`src/rtl/axi_lite_led_pwm_ctrl_if.sv`:
```
// rtl/axi_lite_led_pwm_ctrl_if.sv - AXI4-Lite bus bundle for the LED/PWM register bank
interface axi_lite_led_pwm_ctrl_if #(
    parameter int ADDR_W = 8
);
    logic [ADDR_W-1:0] awaddr;
    logic [2:0]        awprot;
    logic              awvalid;
    logic              awready;
    logic [31:0]       wdata;
    logic [3:0]        wstrb;
    logic              wvalid;
    logic              wready;
    logic [1:0]        bresp;
    logic              bvalid;
    logic              bready;
    logic [ADDR_W-1:0] araddr;
    logic [2:0]        arprot;
    logic              arvalid;
    logic              arready;
    logic [31:0]       rdata;
    logic [1:0]        rresp;
    logic              rvalid;
    logic              rready;

    modport master (
        output awaddr, awprot, awvalid, wdata, wstrb, wvalid, bready,
        output araddr, arprot, arvalid, rready,
        input  awready, wready, bresp, bvalid, arready, rdata, rresp, rvalid
    );

    modport slave (
        input  awaddr, awprot, awvalid, wdata, wstrb, wvalid, bready,
        input  araddr, arprot, arvalid, rready,
        output awready, wready, bresp, bvalid, arready, rdata, rresp, rvalid
    );
endinterface

```
`src/rtl/axi_lite_led_pwm_ctrl.sv`:
```
// rtl/axi_lite_led_pwm_ctrl.sv - AXI4-Lite register bank driving NUM_CH LED blink/PWM channels
module axi_lite_led_pwm_ctrl #(
    parameter int NUM_CH = 3,
    parameter int ADDR_W = 8,
    parameter int CNT_W  = 32
) (
    input  logic                    aclk,
    input  logic                    areset,
    axi_lite_led_pwm_ctrl_if.slave  s_axi,
    output logic [NUM_CH-1:0]       led_out
);
    localparam int         IDX_W    = ADDR_W - 2;
    localparam int         NUM_REGS = 1 + 3 * NUM_CH;
    localparam logic [1:0] RESP_OK  = 2'b00;
    localparam logic [1:0] RESP_ERR = 2'b10;

    logic              r_awready, r_wready, r_bvalid, r_arready, r_rvalid;
    logic [1:0]        r_bresp, r_rresp;
    logic [31:0]       r_rdata;
    logic              r_run;
    logic [2:0]        r_ctrl   [NUM_CH];
    logic [CNT_W-1:0]  r_period [NUM_CH];
    logic [CNT_W-1:0]  r_duty   [NUM_CH];
    logic [CNT_W-1:0]  r_cnt    [NUM_CH];
    logic [CNT_W-1:0]  r_aper   [NUM_CH];
    logic [CNT_W-1:0]  r_aduty  [NUM_CH];
    logic [NUM_CH-1:0] r_led;

    logic [IDX_W-1:0]  w_widx, w_ridx;
    logic              w_wr_hs, w_rd_hs, w_wr_map, w_rd_map;
    logic [31:0]       w_rd_data;
    logic [NUM_CH-1:0] w_blink, w_wrap, w_blink_led;
    logic              w_unused;

    assign w_widx   = s_axi.awaddr[ADDR_W-1:2];
    assign w_ridx   = s_axi.araddr[ADDR_W-1:2];
    assign w_wr_map = int'(w_widx) < NUM_REGS;
    assign w_rd_map = int'(w_ridx) < NUM_REGS;
    // awready is only ever raised with wready, so it alone marks the write handshake edge
    assign w_wr_hs  = r_awready && s_axi.awvalid && s_axi.wvalid;
    assign w_rd_hs  = r_arready && s_axi.arvalid;
    assign w_unused = ^{s_axi.awprot, s_axi.arprot, s_axi.awaddr[1:0], s_axi.araddr[1:0], r_wready};

    assign s_axi.awready = r_awready;
    assign s_axi.wready  = r_wready;
    assign s_axi.bvalid  = r_bvalid;
    assign s_axi.bresp   = r_bresp;
    assign s_axi.arready = r_arready;
    assign s_axi.rvalid  = r_rvalid;
    assign s_axi.rresp   = r_rresp;
    assign s_axi.rdata   = r_rdata;
    assign led_out       = r_led;

    // Byte-lane merge of a write into a CNT_W-wide register
    function automatic logic [CNT_W-1:0] f_merge(input logic [CNT_W-1:0] old_v,
                                                 input logic [31:0] data,
                                                 input logic [3:0] strb);
        logic [31:0] v;
        v = '0;
        v[CNT_W-1:0] = old_v;
        for (int b = 0; b < 4; b++)
            if (strb[b]) v[8*b +: 8] = data[8*b +: 8];
        return v[CNT_W-1:0];
    endfunction

    // Write address/data handshake, register update and write response
    always_ff @(posedge aclk) begin
        if (areset) begin
            r_awready <= 1'b0;
            r_wready  <= 1'b0;
            r_bvalid  <= 1'b0;
            r_bresp   <= RESP_OK;
            r_run     <= 1'b0;
            for (int c = 0; c < NUM_CH; c++) begin
                r_ctrl[c]   <= '0;
                r_period[c] <= '0;
                r_duty[c]   <= '0;
            end
        end else begin
            r_awready <= 1'b0;
            r_wready  <= 1'b0;
            if (s_axi.awvalid && s_axi.wvalid && !r_awready && !r_bvalid) begin
                r_awready <= 1'b1;
                r_wready  <= 1'b1;
            end
            if (r_bvalid && s_axi.bready)
                r_bvalid <= 1'b0;
            if (w_wr_hs) begin
                r_bvalid <= 1'b1;
                r_bresp  <= w_wr_map ? RESP_OK : RESP_ERR;
                if (w_widx == '0 && s_axi.wstrb[0])
                    r_run <= s_axi.wdata[0];
                for (int c = 0; c < NUM_CH; c++) begin
                    if (w_widx == IDX_W'(1 + 3*c) && s_axi.wstrb[0])
                        r_ctrl[c] <= s_axi.wdata[2:0];
                    if (w_widx == IDX_W'(2 + 3*c))
                        r_period[c] <= f_merge(r_period[c], s_axi.wdata, s_axi.wstrb);
                    if (w_widx == IDX_W'(3 + 3*c))
                        r_duty[c] <= f_merge(r_duty[c], s_axi.wdata, s_axi.wstrb);
                end
            end
        end
    end

    // Read mux; unmapped indices fall through to zero
    always_comb begin
        w_rd_data = '0;
        if (w_ridx == '0) begin
            w_rd_data[0]           = r_run;
            w_rd_data[8 +: NUM_CH] = r_led;
        end
        for (int c = 0; c < NUM_CH; c++) begin
            if (w_ridx == IDX_W'(1 + 3*c)) w_rd_data[2:0]       = r_ctrl[c];
            if (w_ridx == IDX_W'(2 + 3*c)) w_rd_data[CNT_W-1:0] = r_period[c];
            if (w_ridx == IDX_W'(3 + 3*c)) w_rd_data[CNT_W-1:0] = r_duty[c];
        end
    end

    // Read address handshake and read data capture
    always_ff @(posedge aclk) begin
        if (areset) begin
            r_arready <= 1'b0;
            r_rvalid  <= 1'b0;
            r_rdata   <= '0;
            r_rresp   <= RESP_OK;
        end else begin
            r_arready <= 1'b0;
            if (s_axi.arvalid && !r_arready && !r_rvalid)
                r_arready <= 1'b1;
            if (r_rvalid && s_axi.rready)
                r_rvalid <= 1'b0;
            if (w_rd_hs) begin
                r_rvalid <= 1'b1;
                r_rdata  <= w_rd_map ? w_rd_data : 32'h0;
                r_rresp  <= w_rd_map ? RESP_OK : RESP_ERR;
            end
        end
    end

    // Per-channel blink decode from the active (shadowed) period and duty
    always_comb begin
        for (int c = 0; c < NUM_CH; c++) begin
            w_blink[c] = r_run && r_ctrl[c][1] && r_ctrl[c][0];
            if (r_aper[c] <= CNT_W'(1)) begin
                w_wrap[c]      = 1'b1;
                w_blink_led[c] = (r_aduty[c] != '0);
            end else begin
                w_wrap[c]      = (r_cnt[c] >= r_aper[c] - CNT_W'(1));
                w_blink_led[c] = (r_aduty[c] >= r_aper[c]) || (r_cnt[c] < r_aduty[c]);
            end
        end
    end

    // Channel counters, shadow reload at wrap or while idle, and registered LED outputs
    always_ff @(posedge aclk) begin
        if (areset) begin
            r_led <= '0;
            for (int c = 0; c < NUM_CH; c++) begin
                r_cnt[c]   <= '0;
                r_aper[c]  <= '0;
                r_aduty[c] <= '0;
            end
        end else begin
            for (int c = 0; c < NUM_CH; c++) begin
                if (w_blink[c]) begin
                    r_led[c] <= w_blink_led[c];
                    if (w_wrap[c]) begin
                        r_cnt[c]   <= '0;
                        r_aper[c]  <= r_period[c];
                        r_aduty[c] <= r_duty[c];
                    end else begin
                        r_cnt[c] <= r_cnt[c] + CNT_W'(1);
                    end
                end else begin
                    r_cnt[c]   <= '0;
                    r_aper[c]  <= r_period[c];
                    r_aduty[c] <= r_duty[c];
                    if (!r_run)
                        r_led[c] <= 1'b0;
                    else if (!r_ctrl[c][1])
                        r_led[c] <= r_ctrl[c][2] && r_led[c];
                    else
                        r_led[c] <= 1'b1;
                end
            end
        end
    end
endmodule

```
`src/flat_wrapper.sv`:
```
// flat-port wrapper written by rule: the top's interface ports become plain ports
module axi_lite_led_pwm_ctrl_flat 
#(
    parameter int NUM_CH = 3,
    parameter int ADDR_W = 8,
    parameter int CNT_W  = 32
)
  (aclk, areset, led_out, s_axi_awaddr, s_axi_awprot, s_axi_awvalid, s_axi_wdata, s_axi_wstrb, s_axi_wvalid, s_axi_bready, s_axi_araddr, s_axi_arprot, s_axi_arvalid, s_axi_rready, s_axi_awready, s_axi_wready, s_axi_bresp, s_axi_bvalid, s_axi_arready, s_axi_rdata, s_axi_rresp, s_axi_rvalid);
  axi_lite_led_pwm_ctrl_if #(.ADDR_W(ADDR_W)) s_axi_i ();
  input  logic aclk;
  input  logic areset;
  output logic [NUM_CH-1:0] led_out;
  input wire logic [$bits(s_axi_i.awaddr)-1:0] s_axi_awaddr;
  input wire logic [$bits(s_axi_i.awprot)-1:0] s_axi_awprot;
  input wire logic [$bits(s_axi_i.awvalid)-1:0] s_axi_awvalid;
  input wire logic [$bits(s_axi_i.wdata)-1:0] s_axi_wdata;
  input wire logic [$bits(s_axi_i.wstrb)-1:0] s_axi_wstrb;
  input wire logic [$bits(s_axi_i.wvalid)-1:0] s_axi_wvalid;
  input wire logic [$bits(s_axi_i.bready)-1:0] s_axi_bready;
  input wire logic [$bits(s_axi_i.araddr)-1:0] s_axi_araddr;
  input wire logic [$bits(s_axi_i.arprot)-1:0] s_axi_arprot;
  input wire logic [$bits(s_axi_i.arvalid)-1:0] s_axi_arvalid;
  input wire logic [$bits(s_axi_i.rready)-1:0] s_axi_rready;
  output wire logic [$bits(s_axi_i.awready)-1:0] s_axi_awready;
  output wire logic [$bits(s_axi_i.wready)-1:0] s_axi_wready;
  output wire logic [$bits(s_axi_i.bresp)-1:0] s_axi_bresp;
  output wire logic [$bits(s_axi_i.bvalid)-1:0] s_axi_bvalid;
  output wire logic [$bits(s_axi_i.arready)-1:0] s_axi_arready;
  output wire logic [$bits(s_axi_i.rdata)-1:0] s_axi_rdata;
  output wire logic [$bits(s_axi_i.rresp)-1:0] s_axi_rresp;
  output wire logic [$bits(s_axi_i.rvalid)-1:0] s_axi_rvalid;
  assign s_axi_i.awaddr = s_axi_awaddr;
  assign s_axi_i.awprot = s_axi_awprot;
  assign s_axi_i.awvalid = s_axi_awvalid;
  assign s_axi_i.wdata = s_axi_wdata;
  assign s_axi_i.wstrb = s_axi_wstrb;
  assign s_axi_i.wvalid = s_axi_wvalid;
  assign s_axi_i.bready = s_axi_bready;
  assign s_axi_i.araddr = s_axi_araddr;
  assign s_axi_i.arprot = s_axi_arprot;
  assign s_axi_i.arvalid = s_axi_arvalid;
  assign s_axi_i.rready = s_axi_rready;
  assign s_axi_awready = s_axi_i.awready;
  assign s_axi_wready = s_axi_i.wready;
  assign s_axi_bresp = s_axi_i.bresp;
  assign s_axi_bvalid = s_axi_i.bvalid;
  assign s_axi_arready = s_axi_i.arready;
  assign s_axi_rdata = s_axi_i.rdata;
  assign s_axi_rresp = s_axi_i.rresp;
  assign s_axi_rvalid = s_axi_i.rvalid;
  axi_lite_led_pwm_ctrl #(.NUM_CH(NUM_CH), .ADDR_W(ADDR_W), .CNT_W(CNT_W)) u_core (.aclk(aclk), .areset(areset), .s_axi(s_axi_i), .led_out(led_out));
endmodule
```
`config.mk`:
```
export PLATFORM = sky130hd
export DESIGN_NAME = axi_lite_led_pwm_ctrl_flat
export DESIGN_NICKNAME = d
export VERILOG_FILES = /design/src/rtl/axi_lite_led_pwm_ctrl_if.sv /design/src/rtl/axi_lite_led_pwm_ctrl.sv /design/src/flat_wrapper.sv
export SDC_FILE = /design/constraint.sdc
export NUM_CORES = 1
export LEC_CHECK = 0
export CAP_MARGIN = 20
export CORE_ASPECT_RATIO = 0.7
export CORE_MARGIN = 2
export CORE_UTILIZATION = 58
export CTS_CLUSTER_SIZE = 24
export DETAILED_ROUTE_END_ITERATION = 8
export MAX_ROUTING_LAYER = met4
export PLACE_DENSITY = 0.76
export SLEW_MARGIN = 25
export SYNTH_ARGS = -nofsm -noshare
export SYNTH_HDL_FRONTEND = slang
export SYNTH_SLANG_ARGS = --single-unit
export TNS_END_PERCENT = 20
```
`constraint.sdc`:
```
create_clock -name aclk -period 7.9 [get_ports aclk]
set_clock_uncertainty 0.2 [all_clocks]
set_input_delay 1.58 -clock aclk [delete_from_list [all_inputs] [get_ports aclk]]
set_output_delay 1.58 -clock aclk [all_outputs]
set_load 0.005 [all_outputs]
```
==> summary.json <==
{
  "number_of_flip_flops_and_latches_in_the_synthesized_netlist": {"value": 531},
  "drt-vias-per-instance": {"value": 6.332},
  "slew-limit-headroom": {"value": 13.09, "unit": "%"},
  "clock_tree.htree_level_count": {"value": 2},
  "post_synth_inst_count": {"value": 3159},
  "wl_per_cell": {"value": 24.24, "unit": "um"},
  "drv.max_cap_violation_count": {"value": 0},
  "cp-end-kind": {"value": "flop"},
  "synth.cell_area": {"value": 0.03310, "unit": "mm^2"},
  "synth.yosys.seq_area_share": {"value": 46.91, "unit": "%"},
  "worst_r2r_endpoint": {"value": "u_core.r_aduty[2][7]"},
  "period_utilization": {"value": 81.98, "unit": "%"},
  "p_comb_share": {"value": 10.5, "unit": "%"},
  "io_pins": {"value": 109},
  "worst_setup_path_start_kind": {"value": "flop"},
  "die_height": {"value": 203.9, "unit": "um"},
  "port_buffers": {"value": 96},
  "gr-total-overflow": {"value": 0},
  "final_antenna_net_count": {"value": 0},
  "reg2reg_setup_slack": {"value": 1.42, "unit": "ns"},
  "timing.critical_path.to": {"value": "u_core.r_aduty[2][7]"},
  "fin_tns_setup": {"value": 0, "unit": "ns"},
  "worst_r2r_startpoint": {"value": "u_core.r_aper[2][7]"},
  "r2r_cells": {"value": 16},
  "initial_utilization": {"value": 58.44, "unit": "%"},
  "min-delay-path-class": {"value": "flop to flop"},
  "drt_initial_violations": {"value": 3706},
  "tritoncts_clock_tree": {"value": "built"},
  "layout.cells.most_common_list": {"value": "489 x edfxtp_1, 360 x nor2_1, 294 x ha_1"},
  "wl": {"value": 98980, "unit": "um"},
  "post_synth_edffs": {"value": 489},
  "place_congestion": {"value": 1.010},
  "design.core.area": {"value": 0.05663, "unit": "mm^2"},
  "fillCellCount": {"value": 4434},
  "worst_setup_hold_path_clk_slew": {"value": 0.07, "unit": "ns"},
  "switching_portion_of_total_power": {"value": 26.14, "unit": "%"},
  "synth_cell_types": {"value": 77},
  "post-cts-setup-buffers": {"value": 0},
  "ys_dominant_reg_cell": {"value": "edfxtp_1"},
  "drive_above_1_share": {"value": 6.458, "unit": "%"},
  "final-hold-violation-count": {"value": 0},
  "cts-buffers-inserted": {"value": 54},
  "grt_usage": {"value": 34.20, "unit": "%"},
  "core.rowCount": {"value": 73},
  "insertion_delay": {"value": 0.64, "unit": "ns"},
  "layout.area.seq": {"value": 0.01552, "unit": "mm^2"},
  "grt_max_degree": {"value": 84},
  "setup-violations-final": {"value": 0},
  "worst_setup_path_startpoint": {"value": "u_core.r_aper[2][7]"},
  "cts-hold-fix-buffers": {"value": 0},
  "path_class": {"value": "flop to flop"},
  "critical_path_arrival": {"value": 6.56, "unit": "ns"},
  "min_period": {"value": 6.477, "unit": "ns"},
  "power-per-cell-area": {"value": 181.5, "unit": "mW/mm^2"},
  "syn_area_per_cell": {"value": 10.48, "unit": "um^2"},
  "areaGrowthSynthToFinish": {"value": 11.14, "unit": "%"},
  "power.share.clock": {"value": 40.4, "unit": "%"},
  "drc_errors": {"value": 0},
  "ys.warnings.count": {"value": 0},
  "timing_max_transition_violations_final": {"value": 0},
  "clock_tree.buffer_depth": {"value": 3},
  "crit_fanout": {"value": 66},
  "cts_resized": {"value": 0},
  "tritoncts_num_sinks": {"value": 531},
  "ctsRootBufferMaster": {"value": "clkbuf_16"},
  "finalNetCount": {"value": 3642},
  "grt_pass1_vias": {"value": 24263},
  "mostFrequentLayoutCell": {"value": "edfxtp_1"},
  "ffs_w_async_s_r_synth": {"value": 0, "unit": "%"},
  "p_int": {"value": 4931, "unit": "uW"},
  "seq_power_share": {"value": 49.2, "unit": "%"},
  "grt_first_pass_wirelength": {"value": 147200, "unit": "um"},
  "multiInputGateArea": {"value": 0.01646, "unit": "mm^2"},
  "rsz0062_at_grt": {"value": "no"},
  "crit_required": {"value": 7.98, "unit": "ns"},
  "number_of_antenna_violations_at_the_first_check_in_global_routing": {"value": 3},
  "timing_worst_slew_pin_value": {"value": 1.290, "unit": "ns"},
  "vdd_ir_drop_max": {"value": 0.1658, "unit": "mV"},
  "place.detailed.hpwl": {"value": 75370, "unit": "um"},
  "fp.dieW": {"value": 289.5, "unit": "um"},
  "status": {"value": "complete, no violations"},
  "leakagePower": {"value": 0.01370, "unit": "uW"},
  "total_switching_power": {"value": 1746, "unit": "uW"},
  "postLayoutCoreUtil": {"value": 64.95, "unit": "%"},
  "max_clock_freq": {"value": 0.1544, "unit": "GHz"},
  "die_area": {"value": 0.05902, "unit": "mm^2"},
  "dr_total_vias": {"value": 25855},
  "drt-pass1-iter-count": {"value": 8}
}
-- metrics by stage --
stage	total power, uW	instance area, um^2	setup slack, ns	instances	hold WS, ns
2_1_floorplan	3755	33460	1.782	3255	0.2441
3_3_place_gp	3981	34950	1.844	3977	0.2258
3_5_place_dp	4014	34950	1.654	3977	0.2503
4_1_cts	6667	36770	1.629	4079	0.2631
5_1_grt	6873	36780	1.127	4082	0.2840
6_report	6677	36780	1.423	4083	0.2614
-- worst max-delay path, stage by stage (launching register included) --
cell      delay (ns)
edfxtp_1        0.43
nor3_1          0.60
and2_1          0.31
nand2_1         0.15
nor2_1          0.45
nand4_1         0.19
xnor2_1         0.18
ha_1            0.30
nand4_1         0.22
nor4_1          0.57
o21ai_0         0.20
a31o_2          0.29
a211oi_1        0.39
nor3_2          0.08
buf_4           0.37
nand2b_2        0.68
buf_4           0.50
-- final cells by class --
| cell class | instances | share of cell area, % |
|---|---|---|
| antenna | 4 | 0.02721 |
| clock buffer | 66 | 3.909 |
| clock inverter | 36 | 1.034 |
| inverter | 209 | 2.133 |
| multi-input combinational | 2358 | 44.76 |
| sequential | 531 | 42.21 |
| tap | 750 | 2.551 |
| timing repair buffer | 129 | 3.378 |
-- power by group through the flow --
stage | combinational (uW) | sequential, uW | clock [uW]
2_1_floorplan | 476 | 3280 | 0
3_3_place_gp | 646 | 3330 | 0
3_5_place_dp | 675 | 3340 | 0
4_1_cts | 681 | 3280 | 2710
5_1_grt | 769 | 3290 | 2810
6_report | 698 | 3280 | 2690
-- per-layer routing --
layer	track usage, %	up-vias	wire length (um)	part of all wire [%]
li1	-	11799	-	-
met1	49.93	12626	42910	43
met2	47.72	1303	41750	42
met3	8.873	127	12260	12
met4	7.582	0	2057	2.1
met5	-	-	0	0
-- sequential cells by signal, indices dropped and copies added, names as in the netlist --
name / flops
u_core.r_ctrl: 9
u_core.led_out: 3
u_core.s_axi.rvalid: 1
u_core.s_axi.bvalid: 1
u_core.r_cnt: 96
u_core.s_axi.arready: 1
u_core.r_aper: 96
u_core.s_axi.awready: 1
u_core.r_duty: 96
u_core.s_axi.rresp: 1
u_core.r_aduty: 96
u_core.r_period: 96
u_core.r_run: 1
u_core.s_axi.rdata: 32
u_core.s_axi.bresp: 1
-- kinds of logic after synthesis --
| logic type | after synthesis | synth area share, % |
|---|---|---|
| muxes | 14 | 0.4801 |
| adders and majority gates | 294 | 11.11 |
| buffers and inverters | 366 | 4.680 |
| and+or+nand+nor | 1141 | 17.77 |
| other | 2 | 0.02269 |
| AOI/OAI and AO/OA | 636 | 14.39 |
| DFF | 531 | 46.91 |
| xor gates and xnor gates | 175 | 4.631 |
-- Yosys cell counts, types with 59 or more instances --
library cell / number / area (um^2)
nand2b_1: 200 / 1251
inv_1: 208 / 780.8
a22oi_1: 59 / 442.9
ha_1: 294 / 3679
edfxtp_1: 489 / 14680
nor4_1: 81 / 506.7
nand4_1: 70 / 437.9
o2bb2ai_2: 60 / 900.9
and3_1: 63 / 394.1
nand2_1: 128 / 480.5
xnor2_1: 117 / 1025
o2bb2ai_1: 68 / 595.6
nand3_1: 66 / 330.3
o21ai_0: 93 / 465.5
a21oi_1: 174 / 870.8
nor2_1: 363 / 1363
clkbuf_1: 111 / 416.7
-- how the worst min path moves through the flow --
stage                           from  cells after the start  slack, ns               endpoint
6_report       u_core.s_axi.rdata[1]                      2       0.26  u_core.s_axi.rdata[1]
5_1_grt        u_core.s_axi.rdata[1]                      2       0.28  u_core.s_axi.rdata[1]
3_3_place_gp     u_core.s_axi.bvalid                      1       0.23   u_core.s_axi.awready
4_1_cts        u_core.s_axi.rdata[1]                      2       0.26  u_core.s_axi.rdata[1]
2_1_floorplan    u_core.s_axi.bvalid                      1       0.24   u_core.s_axi.awready
3_5_place_dp   u_core.s_axi.rdata[2]                      2       0.25  u_core.s_axi.rdata[2]
No activity file was read; power rests on OpenSTA's default activity.
